==> config.mk <==
export PLATFORM = sky130hd
export DESIGN_NAME = mul_pp_final_adder
export DESIGN_NICKNAME = d
export VERILOG_FILES = /design/src/rtl/mul_pp_final_adder.sv
export SDC_FILE = /design/constraint.sdc
export NUM_CORES = 1
export LEC_CHECK = 0
export ABC_CLOCK_PERIOD_IN_PS = 3520
export CORE_MARGIN = 5
export CORE_UTILIZATION = 50
export DETAILED_ROUTE_END_ITERATION = 16
export GPL_ROUTABILITY_DRIVEN = 0
export PLACE_DENSITY = 0.79
export REMOVE_ABC_BUFFERS = 1
export SLEW_MARGIN = 20
export SYNTH_ARGS = -nofsm -noshare
export SYNTH_HDL_FRONTEND = slang
export SYNTH_SLANG_ARGS = --single-unit
==> constraint.sdc <==
create_clock -name clk -period 3.52 [get_ports clk]
set_input_delay 0.528 -clock clk [delete_from_list [all_inputs] [get_ports clk]]
set_output_delay 0.528 -clock clk [all_outputs]
set_load 0.05 [all_outputs]
==> src/rtl/mul_pp_final_adder.sv <==
// Final carry-propagate adder for the 16x16 Booth multiplier: two-stage (low half, then high half)
// with valid/ready on both sides. Define MUL_ACC_EN to add a 32-bit accumulator and the acc_clr input.
module mul_pp_final_adder #(
    parameter int TAG_W = 4
) (
    input  logic             clk,
    input  logic             rst,
    input  logic             in_valid,
    output logic             in_ready,
    input  logic [31:0]      ppout1,
    input  logic [29:0]      ppout2,
    input  logic [TAG_W-1:0] in_tag,
    output logic             out_valid,
    input  logic             out_ready,
    output logic [31:0]      product,
    output logic [TAG_W-1:0] out_tag
`ifdef MUL_ACC_EN
    ,
    input  logic             acc_clr
`endif
);

    logic             s1_valid_q, s2_valid_q;
    logic [16:0]      s1_lo_q;
    logic [15:0]      s1_a_q, s1_b_q;
    logic [TAG_W-1:0] s1_tag_q, s2_tag_q;
    logic [31:0]      s2_prod_q;

    logic        s2_adv, s1_adv, in_fire, s1_move;
    logic [16:0] lo_d;
    logic [15:0] hi_d;
    logic [31:0] result, s2_prod_d;

    assign s2_adv   = !s2_valid_q || out_ready;
    assign s1_adv   = !s1_valid_q || s2_adv;
    assign in_ready = s1_adv;
    assign in_fire  = in_valid && s1_adv;
    assign s1_move  = s1_valid_q && s2_adv;

    assign out_valid = s2_valid_q;
    assign product   = s2_prod_q;
    assign out_tag   = s2_tag_q;

    // ppout2 carries weight 2^(k+2), so its low 14 bits align with ppout1[15:2].
    assign lo_d   = {1'b0, ppout1[15:0]} + {1'b0, ppout2[13:0], 2'b00};
    assign hi_d   = s1_a_q + s1_b_q + {15'd0, s1_lo_q[16]};
    assign result = {hi_d, s1_lo_q[15:0]};

`ifdef MUL_ACC_EN
    logic        s1_clr_q;
    logic [31:0] acc_q;

    // Accumulate only on the S2 load so a stalled result is never added twice.
    assign s2_prod_d = (s1_clr_q ? 32'd0 : acc_q) + result;

    always_ff @(posedge clk or posedge rst) begin
        if (rst) begin
            s1_clr_q <= 1'b0;
            acc_q    <= 32'd0;
        end else begin
            if (in_fire) s1_clr_q <= acc_clr;
            if (s1_move) acc_q    <= s2_prod_d;
        end
    end
`else
    assign s2_prod_d = result;
`endif

    always_ff @(posedge clk or posedge rst) begin
        if (rst) begin
            s1_valid_q <= 1'b0;
            s2_valid_q <= 1'b0;
            s1_lo_q    <= '0;
            s1_a_q     <= '0;
            s1_b_q     <= '0;
            s1_tag_q   <= '0;
            s2_prod_q  <= '0;
            s2_tag_q   <= '0;
        end else begin
            if (s1_adv) s1_valid_q <= in_valid;
            if (s2_adv) s2_valid_q <= s1_valid_q;
            if (in_fire) begin
                s1_lo_q  <= lo_d;
                s1_a_q   <= ppout1[31:16];
                s1_b_q   <= ppout2[29:14];
                s1_tag_q <= in_tag;
            end
            if (s1_move) begin
                s2_prod_q <= s2_prod_d;
                s2_tag_q  <= s1_tag_q;
            end
        end
    end

endmodule

==> results of run 1 <==
==> synthesized netlist by cell type (2+ instances only) <==
| master | instances | area share, % |
|---|---|---|
| o21bai_1 | 4 | 0.65 |
| o211ai_1 | 4 | 0.65 |
| ha_1 | 28 | 7.6 |
| o21ai_1 | 5 | 0.54 |
| mux2i_1 | 2 | 0.43 |
| nor2_1 | 4 | 0.33 |
| mux2_2 | 63 | 15 |
| and3_1 | 2 | 0.27 |
| fa_1 | 3 | 1.3 |
| inv_1 | 10 | 0.81 |
| xnor2_1 | 13 | 2.5 |
| a211oi_1 | 2 | 0.33 |
| nand2_1 | 40 | 3.3 |
| a21oi_1 | 23 | 2.5 |
| nand3_1 | 8 | 0.87 |
| nand4_1 | 4 | 0.54 |
| and2_1 | 2 | 0.27 |
| o31ai_1 | 3 | 0.49 |
| o21ai_0 | 29 | 3.2 |
| xor2_1 | 11 | 2.1 |
| a31oi_1 | 2 | 0.27 |
| nand2b_1 | 4 | 0.54 |
| a21o_1 | 8 | 1.3 |
| buf_1 | 5 | 0.41 |
| nor2b_1 | 2 | 0.27 |
| dfrtp_1 | 91 | 49 |
| clkbuf_1 | 8 | 0.65 |
==> logic make-up after synthesis <==
family                     Yosys count  synth area share [%]
AOI/OAI and AO/OA                   90                  12.0
buffers and inverters               25                  2.20
and+or+nand+nor                     71                  7.06
muxes                               65                  15.8
adders and majority gates           31                  8.91
DFF                                 91                  49.4
xor gates and xnor gates            24                  4.56
==> state kept, by name, indices dropped and copies added, names as in the netlist <==
signal      cells
s1_a_q         16
product        32
s1_lo_q        17
s1_tag_q        4
s1_b_q         16
s1_valid_q      1
out_valid       1
out_tag         4
==> path summary, 6_finish.rpt <==
kind / start / end / slack, ps / depth (start not counted)
setup / recovery: out_ready / in_ready / 1010 / 3
hold / removal: s1_lo_q[8]$_DFFE_PP0P_ / s1_lo_q[8]$_DFFE_PP0P_ / 480 / 2
setup reg to reg: s1_lo_q[16]$_DFFE_PP0P_ / product[26]$_DFFE_PP0P_ / 1120 / 9
hold reg to reg: s1_lo_q[8]$_DFFE_PP0P_ / s1_lo_q[8]$_DFFE_PP0P_ / 480 / 2
max in group asynchronous: rst / s1_a_q[0]$_DFFE_PP0P_ / 2180 / 3
min in group asynchronous: rst / product[31]$_DFFE_PP0P_ / 630 / 2
==> worst max-delay path: cells and delay by family <==
kind / cells / cell delay (ps)
buf+inv: 2 / 1290
simple gates: 1 / 170
==> area by class of cell <==
| cell class | instances | share of cell area [%] |
|---|---|---|
| Inverter | 10 | 0.644 |
| Sequential cell | 91 | 37.8 |
| Clock inverter | 7 | 1.74 |
| Multi-Input combinational cell | 281 | 37.0 |
| Timing Repair Buffer | 109 | 18.4 |
| Clock buffer | 9 | 2.06 |
| Tap cell | 111 | 2.30 |
==> metal layers <==
metal	GRT usage, %	vias up
met4	5.46	0
met5	0	-
met1	20.9	1578
met2	30.6	112
li1	-	1628
met3	6.19	14
==> where the power goes <==
part / switching [mW] / internal [mW] / total, mW / leakage, nW
Clock: 0.383 / 0.413 / 0.795 / 0.113
Combinational: 1.10 / 0.727 / 1.83 / 1.41
Sequential: 0.144 / 1.31 / 1.46 / 1.08
==> per-stage QoR <==
stage               instances  util (%)  power, mW  hold WS (ps)
finish                    618      66.2       4.08           481
global route              618      66.2       4.32           507
CTS                       618      66.2       4.12           485
detailed placement        602      63.6       3.31           465
global placement          602      63.6       3.26           457
floorplan                 382         -       2.70           445
==> cell usage in the layout, fill, tap and decap left out, types with 2 or more instances in the layout <==
master and count:
clkdlybuf4s50_1 107, dfrtp_1 91, mux2_2 63, nand2_1 39, o21ai_0 29, ha_1 28
a21oi_1 23, xnor2_1 13, xor2_1 11, inv_1 9, clkbuf_8 9, nand3_1 8
a21o_1 8, o21ai_1 5, nand2b_1 4, o21bai_1 4, o211ai_1 4, nand4_1 4
nor2_1 4, o31ai_1 3, fa_1 3, inv_6 3, nand2_2 2, nor2b_1 2
a211oi_1 2, a31oi_1 2, and2_1 2, and3_1 2, mux2i_1 2, bufinv_16 2
buf_12 2
==> flow_metrics.py, run 1 <==
metrics = {
    "outcome": {
        "outcome": "finished clean",
    },
    "timing": {
        "setup_violations": 0,
        "period_needed_ps": 2510,
        "maxSlewHeadroom_pct": 32.6,
        "maxSlewViolCount": 0,
        "fin_ws_ps": 1010,
        "rsz0062_at_grt": "no",
        "max_freq_mhz": 398,
        "tightest_slew_ps": 1010,
        "min_period_over_period_pct": 71.4,
        "fin_tns_setup_ps": 0,
        "hold_violations": 0,
        "skew_ps": 14.8,
    },
    "clock_tree": {
        "insertion_delay_ps": 350,
        "clockBufferDepth": 2,
        "ctsResizeCount": 0,
        "cts_setup_buffers": 0,
        "cts_root_buf": "clkbuf_8",
        "cts_inserted_buffers": 9,
        "clock_sinks": 91,
        "hold_buffers": 0,
        "cts_tree": "done",
        "clkTransAtPathRegs_ps": 80,
        "htreeDepth": 3,
    },
    "routing": {
        "drtAntennaViolNets": 0,
        "met1_length_microns": 3870,
        "highest_layer": "met4",
        "route.met2.wl_microns": 4670,
        "wl_met3_microns": 731,
        "wire_per_inst_microns": 15.3,
        "route.detailed.drc": 0,
        "wirelength_microns": 9430,
        "first_pass_iters": 4,
        "vias_per_cell": 5.39,
        "vias": 3332,
        "drtIter0Drc": 95,
    },
    "die": {
        "die_h_microns": 106,
        "io_pins": 108,
        "core_sq_um": 9110,
        "row_count": 35,
        "die_width_microns": 106,
        "dieArea_sq_um": 11200,
        "start_util_pct": 50.6,
    },
    "logic_synthesis": {
        "syn_area_sq_um": 4610,
        "synthArstFlopShare_pct": 100,
        "seq_area_frac_synth_pct": 49.4,
        "synth-seq-cells": 91,
        "ys.warnings.count": 0,
        "ys_types": 44,
        "syn-instance-count": 397,
        "synth_flop_cell": "dfrtp_1",
        "synth_enable_flop_cells": 0,
        "syn_area_per_cell_sq_um": 11.6,
    },
    "setup_path": {
        "cp_max_fo": 3,
        "cpMaxStageDelayCell": "clkdlybuf4s50_1",
        "cpMostUsedCell": "clkdlybuf4s50_1",
        "startpoint_type": "input port",
        "criticalPathCategory": "in2out",
        "crit_arrival_ps": 1990,
        "endpoint_kind": "output port",
        "path_cells": "clkdlybuf4s50_1, nand3b_1, clkdlybuf4s50_1",
        "crit_path_max_incr_delay_ps": 830,
        "crit_required_ps": 2990,
    },
    "finish": {
        "register_area_sq_um": 2280,
        "areaGrowthSynthToFinish_pct": 30.8,
        "diodes": 0,
        "drive_above_1_share_pct": 17.6,
        "final_area_sq_um": 6030,
        "nFillCells": 715,
        "nNetsFinal": 603,
        "multi_input_area_sq_um": 2230,
    },
    "global_route": {
        "grt-ovfl-total": 0,
        "grt_pass1_vias": 3449,
        "grt_max_degree": 53,
        "grt_usage_pct": 17.8,
        "grt_pass1_wl_microns": 16200,
        "antenna_found_initial": 0,
    },
    "placement": {
        "pre_cts_ws_ps": 692,
        "io_buffers": 107,
        "place_area_sq_um": 5800,
        "place_hpwl_microns": 7120,
    },
    "power_and_ir_drop": {
        "p_leak_nw": 2.60,
        "p_per_area_nw_per_um2": 677,
        "vdd_drop_max_mv": 0.285,
    },
    "hold_path": {
        "hold_path_class": "reg2reg",
    },
    "flow_run": {
        "maxCapViolations": 0,
    },
}
Note: power is estimated with default switching activity, not from simulation.
==> run 2, diff against run 1 <==
- ABC_CLOCK_PERIOD_IN_PS: 3520 -> 2490
- clock period: 3.52 -> 2.49 ns (I/O delays scaled with it)
==> flow_metrics.py, run 2 (synthesized netlist as in run 1, its figures left out) <==
metrics = {
    "finish": {
        "final_area_sq_um": 6090,
        "multi_input_area_sq_um": 2240,
        "drive_above_1_share_pct": 18.8,
        "nFillCells": 703,
        "areaGrowthSynthToFinish_pct": 32.3,
        "layout_commonest_cell": "clkdlybuf4s50_1",
        "largest_register_ffs": 32,
        "post-route-util_pct": 66.9,
        "nNetsFinal": 607,
        "diodes": 0,
        "register_area_sq_um": 2280,
        "layout_common_cells": "clkdlybuf4s50_1, dfrtp_1, mux2_2, nand2_1, o21ai_0",
    },
    "global_route": {
        "grt_max_degree": 92,
        "grt_pass1_vias": 3505,
        "antenna_found_initial": 0,
        "grt-ovfl-total": 0,
        "grt_pass1_wl_microns": 15800,
        "grt_usage_pct": 17.2,
    },
    "setup_path": {
        "startpoint_type": "flip-flop",
        "cp_max_fo": 3,
        "endpoint_kind": "flip-flop",
        "r2r_start": "s1_lo_q[16]$_DFFE_PP0P_",
        "rrSetupSlack_ps": 150,
        "crit_required_ps": 2720,
        "crit_arrival_ps": 2560,
        "criticalPathCategory": "reg2reg",
        "cp-startpoint": "s1_lo_q[16]$_DFFE_PP0P_",
    },
    "power_and_ir_drop": {
        "p_per_area_nw_per_um2": 962,
        "p_leak_nw": 2.63,
        "vdd_drop_max_mv": 0.436,
        "fin_total_pwr_mw": 5.87,
    },
    "timing": {
        "skew_ps": 10.1,
        "hold_violations": 0,
        "maxSlewHeadroom_pct": 63.8,
        "period_needed_ps": 2340,
        "maxSlewViolCount": 0,
        "fin_tns_setup_ps": 0,
        "setup_violations": 0,
        "rsz0062_at_grt": "no",
        "min_period_over_period_pct": 93.9,
        "tightest_slew_ps": 542,
        "max_freq_mhz": 428,
    },
    "clock_tree": {
        "insertion_delay_ps": 340,
        "cts_root_buf": "clkbuf_8",
        "clkTransAtPathRegs_ps": 90,
        "clock_sinks": 91,
        "hold_buffers": 0,
        "clockBufferDepth": 2,
        "cts_inserted_buffers": 9,
        "cts_tree": "done",
        "htreeDepth": 3,
        "cts_setup_buffers": 0,
    },
    "die": {
        "start_util_pct": 50.6,
        "dieArea_sq_um": 11200,
        "io_pins": 108,
        "die_h_microns": 106,
        "row_count": 35,
        "die_width_microns": 106,
        "core_sq_um": 9110,
    },
    "routing": {
        "vias_per_cell": 5.39,
        "vias": 3353,
        "route.detailed.drc": 0,
        "wirelength_microns": 9390,
        "wire_per_inst_microns": 15.1,
        "drtAntennaViolNets": 0,
        "first_pass_iters": 4,
        "drtIter0Drc": 91,
    },
    "flow_run": {
        "maxCapViolations": 0,
    },
    "hold_path": {
        "hold_path_class": "in2async",
    },
    "placement": {
        "place_area_sq_um": 5840,
        "place_hpwl_microns": 6930,
        "io_buffers": 107,
    },
    "outcome": {
        "outcome": "finished clean",
    },
}
[run 2: power by group]
part	internal [mW]	switching [mW]	leakage (nW)
registers	1.85	0.207	1.08
logic	1.04	1.56	1.43
clock network	0.674	0.525	0.116
[run 2: per-stage QoR]
step / cells / setup WS (ps) / hold slack [ps]
6_report: 622 / 153 / 456
3_3_place_gp: 606 / -55.5 / 457
3_5_place_dp: 606 / -102 / 467
4_1_cts: 622 / 157 / 463
2_1_floorplan: 382 / -247 / 445
5_1_grt: 622 / 14.1 / 494
[run 2: timing repair]
item	CTS	global route
endpoints found under the setup margin	0	1
resized for setup	0	2
hold endpoints to repair	0	0
[run 2: path summary, 6_finish.rpt]
check,depth (start not counted),end
setup / recovery,7,product[29]$_DFFE_PP0P_
hold / removal,3,product[14]$_DFFE_PP0P_
setup reg to reg,7,product[29]$_DFFE_PP0P_
hold reg to reg,2,s1_lo_q[7]$_DFFE_PP0P_
max in group asynchronous,3,s1_b_q[8]$_DFFE_PP0P_
min in group clk,2,s1_lo_q[7]$_DFFE_PP0P_
[run 2: metal layers]
metal  wire (microns)  track usage, %  vias to the layer above  part of all wire [%]
met2             4700            29.9                      101                    50
li1                 -               -                     1633                     -
met1             3960            20.4                     1604                    42
met4              148            6.48                        0                   1.6
met3              578            4.74                       15                   6.2
met5                0               0                        -                     0
[run 2: worst max-delay path, cell delays in order, from the launching register on]
cell and delay, ps:
dfrtp_1 410, fa_1 480, a21oi_1 230, o211ai_1 240, a21o_1 240, a221oi_1 380, xor2_1 170, o21ai_0 80
[run 2: cell type report]
type	count	share of cell area, %
inverters	10	0.636
multi-input cells	281	36.8
repair buffers	113	18.9
clock buffers	9	2.03
clock inverters	7	2.01
flip-flops and latches	91	37.4
well taps	111	2.28
==> run 3, diff against run 2 <==
- SETUP_SLACK_MARGIN: not set -> 0.2
==> flow_metrics.py, run 3 (synthesized netlist as in run 1, its figures left out) <==
metrics = {
    "routing": {
        "wire_per_inst_microns": 15.2,
        "first_pass_iters": 4,
        "route.detailed.drc": 0,
        "drtAntennaViolNets": 0,
        "drtIter0Drc": 123,
        "vias_per_cell": 5.39,
        "vias": 3355,
        "wirelength_microns": 9440,
    },
    "clock_tree": {
        "cts_inserted_buffers": 9,
        "cts_tree": "done",
        "hold_buffers": 0,
        "clkTransAtPathRegs_ps": 90,
        "clockBufferDepth": 2,
        "cts_root_buf": "clkbuf_8",
        "htreeDepth": 3,
        "insertion_delay_ps": 350,
        "clock_sinks": 91,
    },
    "finish": {
        "largest_register_ffs": 32,
        "post-route-util_pct": 67.3,
        "instances_no_fill": 623,
        "drive_above_1_share_pct": 20.3,
        "register_area_sq_um": 2280,
        "nNetsFinal": 608,
        "diodes": 0,
        "areaGrowthSynthToFinish_pct": 33.1,
        "multi_input_area_sq_um": 2270,
        "layout_common_cells": "clkdlybuf4s50_1, dfrtp_1, mux2_2, nand2_1, o21ai_0",
        "layout_commonest_cell": "clkdlybuf4s50_1",
        "nFillCells": 700,
    },
    "hold_path": {
        "hold_path_class": "in2async",
    },
    "setup_path": {
        "endpoint_kind": "flip-flop",
        "cp_max_fo": 3,
        "crit_required_ps": 2720,
        "crit_arrival_ps": 2430,
        "crit_path_max_incr_delay_ps": 420,
        "cpMaxStageDelayCell": "dfrtp_1",
        "startpoint_type": "flip-flop",
        "path_cells": "fa_2, a21oi_1, o211ai_1, a21o_1, a221oi_2, xor2_1, o21ai_0",
        "criticalPathCategory": "reg2reg",
    },
    "timing": {
        "max_freq_mhz": 454,
        "rsz0062_at_grt": "yes",
        "hold_violations": 0,
        "setup_violations": 0,
        "tightest_slew_ps": 543,
        "hold_ws_ps": 455,
        "skew_ps": 10.4,
        "min_period_over_period_pct": 88.4,
        "maxSlewHeadroom_pct": 63.7,
        "maxSlewViolCount": 0,
        "period_needed_ps": 2200,
        "fin_ws_ps": 289,
    },
    "die": {
        "io_pins": 108,
        "die_h_microns": 106,
        "row_count": 35,
        "dieArea_sq_um": 11200,
        "die_width_microns": 106,
        "core_sq_um": 9110,
        "start_util_pct": 50.6,
    },
    "outcome": {
        "outcome": "finished clean",
    },
    "power_and_ir_drop": {
        "p_leak_nw": 2.64,
        "vdd_drop_max_mv": 0.437,
        "p_per_area_nw_per_um2": 962,
    },
    "placement": {
        "io_buffers": 107,
        "pre_cts_ws_ps": -102,
        "place_hpwl_microns": 6930,
        "placed_cells": 606,
    },
    "global_route": {
        "grt_pass1_vias": 3515,
        "grt-ovfl-total": 0,
        "grt_pass1_wl_microns": 15800,
        "grt_max_degree": 92,
        "antenna_found_initial": 0,
        "grt_usage_pct": 17.3,
    },
    "flow_run": {
        "maxCapViolations": 0,
    },
}
run 3: area by class of cell:
type | count | share of cell area (%)
well taps | 111 | 2.26
clock buffers | 9 | 2.02
repair buffers | 114 | 18.9
multi-input cells | 281 | 37.1
inverters | 10 | 0.632
clock inverters | 7 | 2.00
flip-flops and latches | 91 | 37.1
run 3: per-layer routing:
metal / track usage, % / part of all wire [%] / wire length [microns] / vias to the layer above
li1: - / - / - / 1637
met1: 20.6 / 42 / 3990 / 1609
met2: 30.0 / 50 / 4680 / 92
met3: 4.74 / 6.4 / 604 / 17
met4: 6.48 / 1.8 / 167 / 0
met5: 0 / 0 / 0 / -
run 3: repair_timing:
item / CTS / global route
setup endpoints to repair: 2 / 10
setup buffers: 0 / 1
pin swaps: 1 / 3
resized for setup: 3 / 6
run 3: path summary, 6_finish.rpt:
path	startpoint	cells past startpoint	endpoint	slack, ps
min in group clk	s1_lo_q[7]$_DFFE_PP0P_	2	s1_lo_q[7]$_DFFE_PP0P_	480
worst min register to register	s1_lo_q[7]$_DFFE_PP0P_	2	s1_lo_q[7]$_DFFE_PP0P_	480
max in group asynchronous	rst	3	s1_a_q[2]$_DFFE_PP0P_	1690
worst max-delay path	s1_lo_q[16]$_DFFE_PP0P_	7	product[29]$_DFFE_PP0P_	290
worst min-delay path	rst	3	product[13]$_DFFE_PP0P_	460
worst max register to register	s1_lo_q[16]$_DFFE_PP0P_	7	product[29]$_DFFE_PP0P_	290
run 3: critical path, delay by kind of cell (launching register included):
kind,cells,cell delay [ps]
compound gates,5,1080
flops,1,420
fa+ha+maj,1,420
xor+xnor,1,170
run 3: per-stage QoR:
step | cell area, sq um | total power [mW] | TNS [ps]
floorplan | 4540 | 3.82 | -29040
global placement | 5840 | 4.62 | -135
detailed placement | 5840 | 4.69 | -244
CTS | 6100 | 5.92 | 0
global route | 6130 | 6.23 | 0
finish | 6130 | 5.90 | 0
run 3: where the power goes:
group	switching, mW	total [mW]	internal [mW]
clock	0.524	1.20	0.674
sequential	0.208	2.06	1.85
combinational	1.58	2.64	1.06
total	2.31	5.90	3.59
